**config.mk**
```make
export PLATFORM = sky130hd
export DESIGN_NAME = bcd_updown_counter
export DESIGN_NICKNAME = d
export VERILOG_FILES = /design/src/rtl/counter_pkg.sv /design/src/rtl/bcd_updown_counter_digit.sv /design/src/rtl/bcd_updown_counter.sv
export SDC_FILE = /design/constraint.sdc
export NUM_CORES = 1
export LEC_CHECK = 0
export ABC_AREA = 1
export CORE_MARGIN = 3
export CORE_UTILIZATION = 35
export DETAILED_ROUTE_END_ITERATION = 8
export SYNTH_ARGS = -nofsm -noshare
export SYNTH_HDL_FRONTEND = slang
export SYNTH_SLANG_ARGS = --single-unit
```
**constraint.sdc**
```tcl
create_clock -name clk -period 3.1 [get_ports clk]
set_input_delay 0.465 -clock clk [delete_from_list [all_inputs] [get_ports clk]]
set_output_delay 0.465 -clock clk [all_outputs]
set_load 0.03 [all_outputs]
```
**src/rtl/counter_pkg.sv**
```systemverilog
// counter_pkg: shared constants and helpers for the BCD up/down counter.
//   - BCD nibble and seven-segment field widths
//   - active-high seven-segment patterns, bit order {g,f,e,d,c,b,a}
//   - per-digit register operation encoding
//   - seg_decode(): BCD nibble to segment pattern; non-BCD values go blank
package counter_pkg;

    localparam int unsigned BCD_W = 4;
    localparam int unsigned SEG_W = 7;

    localparam logic [SEG_W-1:0] SEG_0     = 7'h3F;
    localparam logic [SEG_W-1:0] SEG_1     = 7'h06;
    localparam logic [SEG_W-1:0] SEG_2     = 7'h5B;
    localparam logic [SEG_W-1:0] SEG_3     = 7'h4F;
    localparam logic [SEG_W-1:0] SEG_4     = 7'h66;
    localparam logic [SEG_W-1:0] SEG_5     = 7'h6D;
    localparam logic [SEG_W-1:0] SEG_6     = 7'h7D;
    localparam logic [SEG_W-1:0] SEG_7     = 7'h07;
    localparam logic [SEG_W-1:0] SEG_8     = 7'h7F;
    localparam logic [SEG_W-1:0] SEG_9     = 7'h6F;
    localparam logic [SEG_W-1:0] SEG_BLANK = 7'h00;

    // What a digit register does on the coming edge, in priority order.
    typedef enum logic [2:0] {
        DIG_HOLD,
        DIG_CLEAR,
        DIG_LOAD,
        DIG_INC,
        DIG_DEC
    } digit_op_e;

    function automatic logic [SEG_W-1:0] seg_decode(input logic [BCD_W-1:0] d);
        logic [SEG_W-1:0] seg;
        case (d)
            4'd0:    seg = SEG_0;
            4'd1:    seg = SEG_1;
            4'd2:    seg = SEG_2;
            4'd3:    seg = SEG_3;
            4'd4:    seg = SEG_4;
            4'd5:    seg = SEG_5;
            4'd6:    seg = SEG_6;
            4'd7:    seg = SEG_7;
            4'd8:    seg = SEG_8;
            4'd9:    seg = SEG_9;
            default: seg = SEG_BLANK;
        endcase
        return seg;
    endfunction

endpackage

```
**src/rtl/bcd_updown_counter_digit.sv**
```systemverilog
// bcd_digit: one decimal digit of the BCD up/down counter.
// Ports:
//   clk      - rising-edge clock
//   reset    - synchronous active-high clear
//   load     - synchronous load of load_nib (A-F load as 0), beats cen
//   load_nib - BCD nibble to load
//   cen      - carry-in enable: step this digit on the coming edge
//   up       - direction of the step (1 = increment, 0 = decrement)
//   digit    - registered digit value (always 0-9)
//   at9      - digit is 9 (carry condition for the next digit when counting up)
//   at0      - digit is 0 (borrow condition for the next digit when counting down)
module bcd_digit
    import counter_pkg::*;
(
    input  logic             clk,
    input  logic             reset,
    input  logic             load,
    input  logic [BCD_W-1:0] load_nib,
    input  logic             cen,
    input  logic             up,
    output logic [BCD_W-1:0] digit,
    output logic             at9,
    output logic             at0
);

    digit_op_e        op;
    logic [BCD_W-1:0] digit_d;
    logic [BCD_W-1:0] digit_q;

    always_comb begin
        if (reset) begin
            op = DIG_CLEAR;
        end else if (load) begin
            op = DIG_LOAD;
        end else if (cen) begin
            op = up ? DIG_INC : DIG_DEC;
        end else begin
            op = DIG_HOLD;
        end
    end

    always_comb begin
        digit_d = digit_q;
        case (op)
            DIG_CLEAR: digit_d = '0;
            DIG_LOAD:  digit_d = (load_nib > 4'd9) ? '0 : load_nib;
            DIG_INC:   digit_d = (digit_q >= 4'd9) ? '0 : digit_q + 4'd1;
            DIG_DEC:   digit_d = (digit_q == 4'd0) ? 4'd9 : digit_q - 4'd1;
            default:   digit_d = digit_q;
        endcase
    end

    always_ff @(posedge clk) begin
        digit_q <= digit_d;
    end

    assign digit = digit_q;
    assign at9   = (digit_q == 4'd9);
    assign at0   = (digit_q == 4'd0);

endmodule

```
**src/rtl/bcd_updown_counter.sv**
```systemverilog
// bcd_updown_counter: DIGITS-digit synchronous BCD up/down counter with
// per-digit seven-segment drive and a cascadable terminal count.
// Optional build macro: LEADING_ZERO_BLANK_EN blanks leading zero digits
// (digit 0 is never blanked); count and tc are unaffected by it.
// Ports:
//   clk      - rising-edge clock
//   reset    - synchronous active-high reset (count = 0)
//   en       - count enable, one step per clock
//   up       - direction, 1 = up, 0 = down
//   load     - synchronous parallel load, beats en
//   load_val - BCD load value, digit i at [4i+3:4i]
//   count    - registered BCD count, digit 0 least significant
//   dout     - segment patterns, digit i at [7i+6:7i], {g,f,e,d,c,b,a}
//   tc       - terminal count (all-9s up / all-0s down), qualified by
//              en && !load && !reset; feeds en of a further counter
module bcd_updown_counter
    import counter_pkg::*;
#(
    parameter int unsigned DIGITS = 2
) (
    input  logic                    clk,
    input  logic                    reset,
    input  logic                    en,
    input  logic                    up,
    input  logic                    load,
    input  logic [BCD_W*DIGITS-1:0] load_val,
    output logic [BCD_W*DIGITS-1:0] count,
    output logic [SEG_W*DIGITS-1:0] dout,
    output logic                    tc
);

    logic [DIGITS-1:0] cen;
    logic [DIGITS-1:0] at9;
    logic [DIGITS-1:0] at0;
    logic              carry_out;

    // Ripple the step enable up the digits: digit i steps when every lower
    // digit is at its wrap value for the current direction. The value left
    // after the top digit is "whole counter at its wrap value and enabled".
    always_comb begin
        logic carry;
        carry = en;
        for (int unsigned i = 0; i < DIGITS; i++) begin
            cen[i] = carry;
            carry  = carry & (up ? at9[i] : at0[i]);
        end
        carry_out = carry;
    end

    assign tc = carry_out & ~load & ~reset;

    genvar g;
    generate
        for (g = 0; g < DIGITS; g++) begin : g_digit
            bcd_digit u_digit (
                .clk      (clk),
                .reset    (reset),
                .load     (load),
                .load_nib (load_val[BCD_W*g +: BCD_W]),
                .cen      (cen[g]),
                .up       (up),
                .digit    (count[BCD_W*g +: BCD_W]),
                .at9      (at9[g]),
                .at0      (at0[g])
            );
        end
    endgenerate

    always_comb begin
        for (int unsigned i = 0; i < DIGITS; i++) begin
            dout[SEG_W*i +: SEG_W] = seg_decode(count[BCD_W*i +: BCD_W]);
        end
`ifdef LEADING_ZERO_BLANK_EN
        // Walk from the most significant digit down while everything seen
        // so far is zero; those digits go blank, except digit 0.
        begin
            logic        all_zero;
            int unsigned idx;
            all_zero = 1'b1;
            for (int unsigned k = 0; k < DIGITS; k++) begin
                idx      = DIGITS - 1 - k;
                all_zero = all_zero & at0[idx];
                if (all_zero && (idx != 0)) begin
                    dout[SEG_W*idx +: SEG_W] = SEG_BLANK;
                end
            end
        end
`endif
    end

endmodule

```
==> run metrics <==
sequential share of the synthesized area=0.2969; Hold Buf Count CTS=0; TritonRoute pass-1 iters=4; HP Class=reg -> reg; critical-path maximum fanout=6; Fmax achieved=347.7 MHz; slowest CP cell=clkdlybuf4s50_1; Top-Level Pins=36; height of the die=76.77 µm; Total Routed Length=about 3900 µm; vias per cell=about 4.7; CTS Buf Count=3; Finished Core Util=0.4693; Pleak=1.115 nW; grt ovf=0; highest cell delay on the worst timing path=~0.7 ns; r2r endpoint=dout[3]; Final TNS setup=0 ns; power density cells=429.4 mW/mm²; Post-CTS Setup Repair Bufs=0; Core Area=0.004786 mm²; initial antenna violation count=0; layout cell share with drive strength beyond 1=0.1286; CTS tree=done; Nets=312; outcome=finished clean; P&R area growth vs syn=28.12%; Total GRT Usage=0.1392; CTS Root Cell=clkbuf_8; share of the synthesized area in the top cell type=0.1599; CTS Buffer Depth=2; Via Count=1,631; vias in the first global route=between 1k and 1.5k; Post-Route Skew=0.01166 ns; Post-Synthesis Cells=242; Worst-Margin Slew=0.4028 ns; worst path arrival time=2.41 ns; post-route cell area=0.002246 mm²; Min Clock Period, post-route=between 2 and 3 ns; H-tree Lvls=1; Port Buffers=35; Final ANT Viol Nets=0; Register-to-Register Path Depth=13; Final setup viols=0; Crit. End Element=output port; worst hold endpoint=dout[2]; Remaining DRCs=0; cell taking the most area after synthesis=dfxtp_1; Worst-path clk slew=approximately 0.09 ns; # rows=25; Die Wd=between 70 and 80 µm; post-DP HPWL=around 3200 µm; worst r2r src=g_digit[0].u_digit.digit[0]; area post-placement=0.002180 mm²; Die ar.=0.005894 mm²; relative slew slack=0.7315; synthesized area per cell=7.244 µm²; top cells by area, synth=dfxtp_1, edfxtp_1, nand2_1; Startpoint Class=register; count of cell types in the netlist=28; max-cap viol count=0; RSZ-0062 raised after global routing=false; crit-path cells=inv_1 -> ha_1 -> nand2_2 -> nor2_1 -> nand2_2 -> a21oi_1 -> clkdlybuf4s50_1; Final Hold Fails=0; ANT cells=0; Initial Util=0.3663; crit-path most repeated cell=nand2_2; global-route wire length before repair=~6700 µm; DR WL/cell=about 11 µm; Yosys reg bits=22; clk_lat worst skew=between 0.2 and 0.3 ns; # resized after CTS=0; fin crit share=0.9278; Hold Crit Start=g_digit[0].u_digit.digit[3]; hold depth=3; CP Class=reg -> out; worst path required time=2.63 ns; Worst VDD drop=182.6 µV; largest net degree at the start of global routing=14; Syn. warnings=0; max-slew violation count=0; Post-Syn Nets=273; DRT iter0 DRCs=70; Mapped Area=0.001753 mm²; FF-to-FF setup slack=approximately 0.62 ns; placer congestion estimate=0.7894; clock sinks=22
## cells in the final DEF, fill, tap and decap left out, drive strengths merged, types with 2 or more instances in the layout
master and n:
xor2 3, edfxtp 8, nand2 71, clkdlybuf4s50 35, dfxtp 14, clkbuf 4, nand4 7, ha 18
nand3 29, a21oi 5, o21ai 12, o211ai 2, inv 37, nor2 30
## routing by layer
metal	vias to the layer above	track usage	wire length (µm)
met3	7	0.02347	162
met5	-	0	0
met2	38	0.2387	1865
li1	855	-	-
met1	731	0.1748	1795
met4	0	0.04891	61
## synth_stat cells, drive strengths merged
| cell | number |
|---|---|
| buf | 1 |
| nand2 | 71 |
| a21oi | 5 |
| nand4 | 7 |
| o21ai | 12 |
| a31oi | 1 |
| o211ai | 2 |
| edfxtp | 8 |
| a211oi | 1 |
| ha | 18 |
| nor4 | 1 |
| inv | 37 |
| dfxtp | 14 |
| nand3b | 1 |
| o211a | 1 |
| nand3 | 29 |
| xor2 | 3 |
| nor2 | 30 |
## registers in the layout, indices dropped and copies added, names as in the netlist
name and count:
g_digit.u_digit.digit 8, dout 14
## cells by family (layout without fill, tap and decap cells)
family	Yosys count	in the layout	synth area share
and+or+nand+nor	139	139	0.4033
buffers and inverters	38	76	0.08351
AOI/OAI and AO/OA	22	22	0.07281
DFF	22	22	0.2969
adders and majority gates	18	18	0.1285
xor gates and xnor gates	3	3	0.01499
## critical path: cells and delay by family, from the launching register on
family	cells	cell delay [ns]
AOI/OAI and AO/OA	1	0.16
adders and majority gates	1	0.27
buffers and inverters	2	0.86
DFF	1	0.47
and+or+nand+nor	3	0.39
## how the worst max path moves through the flow
| stage | from | endpoint | slack [ns] | cells past startpoint |
|---|---|---|---|---|
| after detailed placement | reset | tc | 0.32 | 7 |
| after CTS | g_digit[0].u_digit.digit[0] | tc | 0.20 | 7 |
| after floorplan | g_digit[0].u_digit.digit[0] | dout[3] | 0.78 | 14 |
| after global placement | reset | tc | 0.35 | 7 |
| final | g_digit[0].u_digit.digit[0] | tc | 0.22 | 7 |
| after global routing | g_digit[0].u_digit.digit[0] | tc | 0.03 | 7 |
## layout make-up
| type | count | area (µm²) |
|---|---|---|
| Multi-Input combinational cell | 182 | 1086 |
| Clock buffer | 4 | 66.31 |
| Fill cell | 509 | 2540 |
| Sequential cell | 22 | 520.5 |
| Inverter | 37 | 138.9 |
| Tap cell | 67 | 83.83 |
| Timing Repair Buffer | 35 | 350.3 |
## report_power, final
group	switching, mW	internal (mW)
combinational	0.219	0.139
sequential	0.0238	0.340
clock	0.103	0.140
## through the flow
stage	worst slack [ns]	total power [mW]	instances	hold WS (ns)
after detailed placement	0.3186	0.7320	343	0.8607
final	0.2239	0.9644	347	0.8703
after global placement	0.3466	0.7307	343	0.8733
after floorplan	0.7772	0.6005	242	0.7250
after CTS	0.1987	0.9782	347	0.8803
after global routing	0.02604	1.031	347	0.9743
Power figures use the tool's default switching activity.
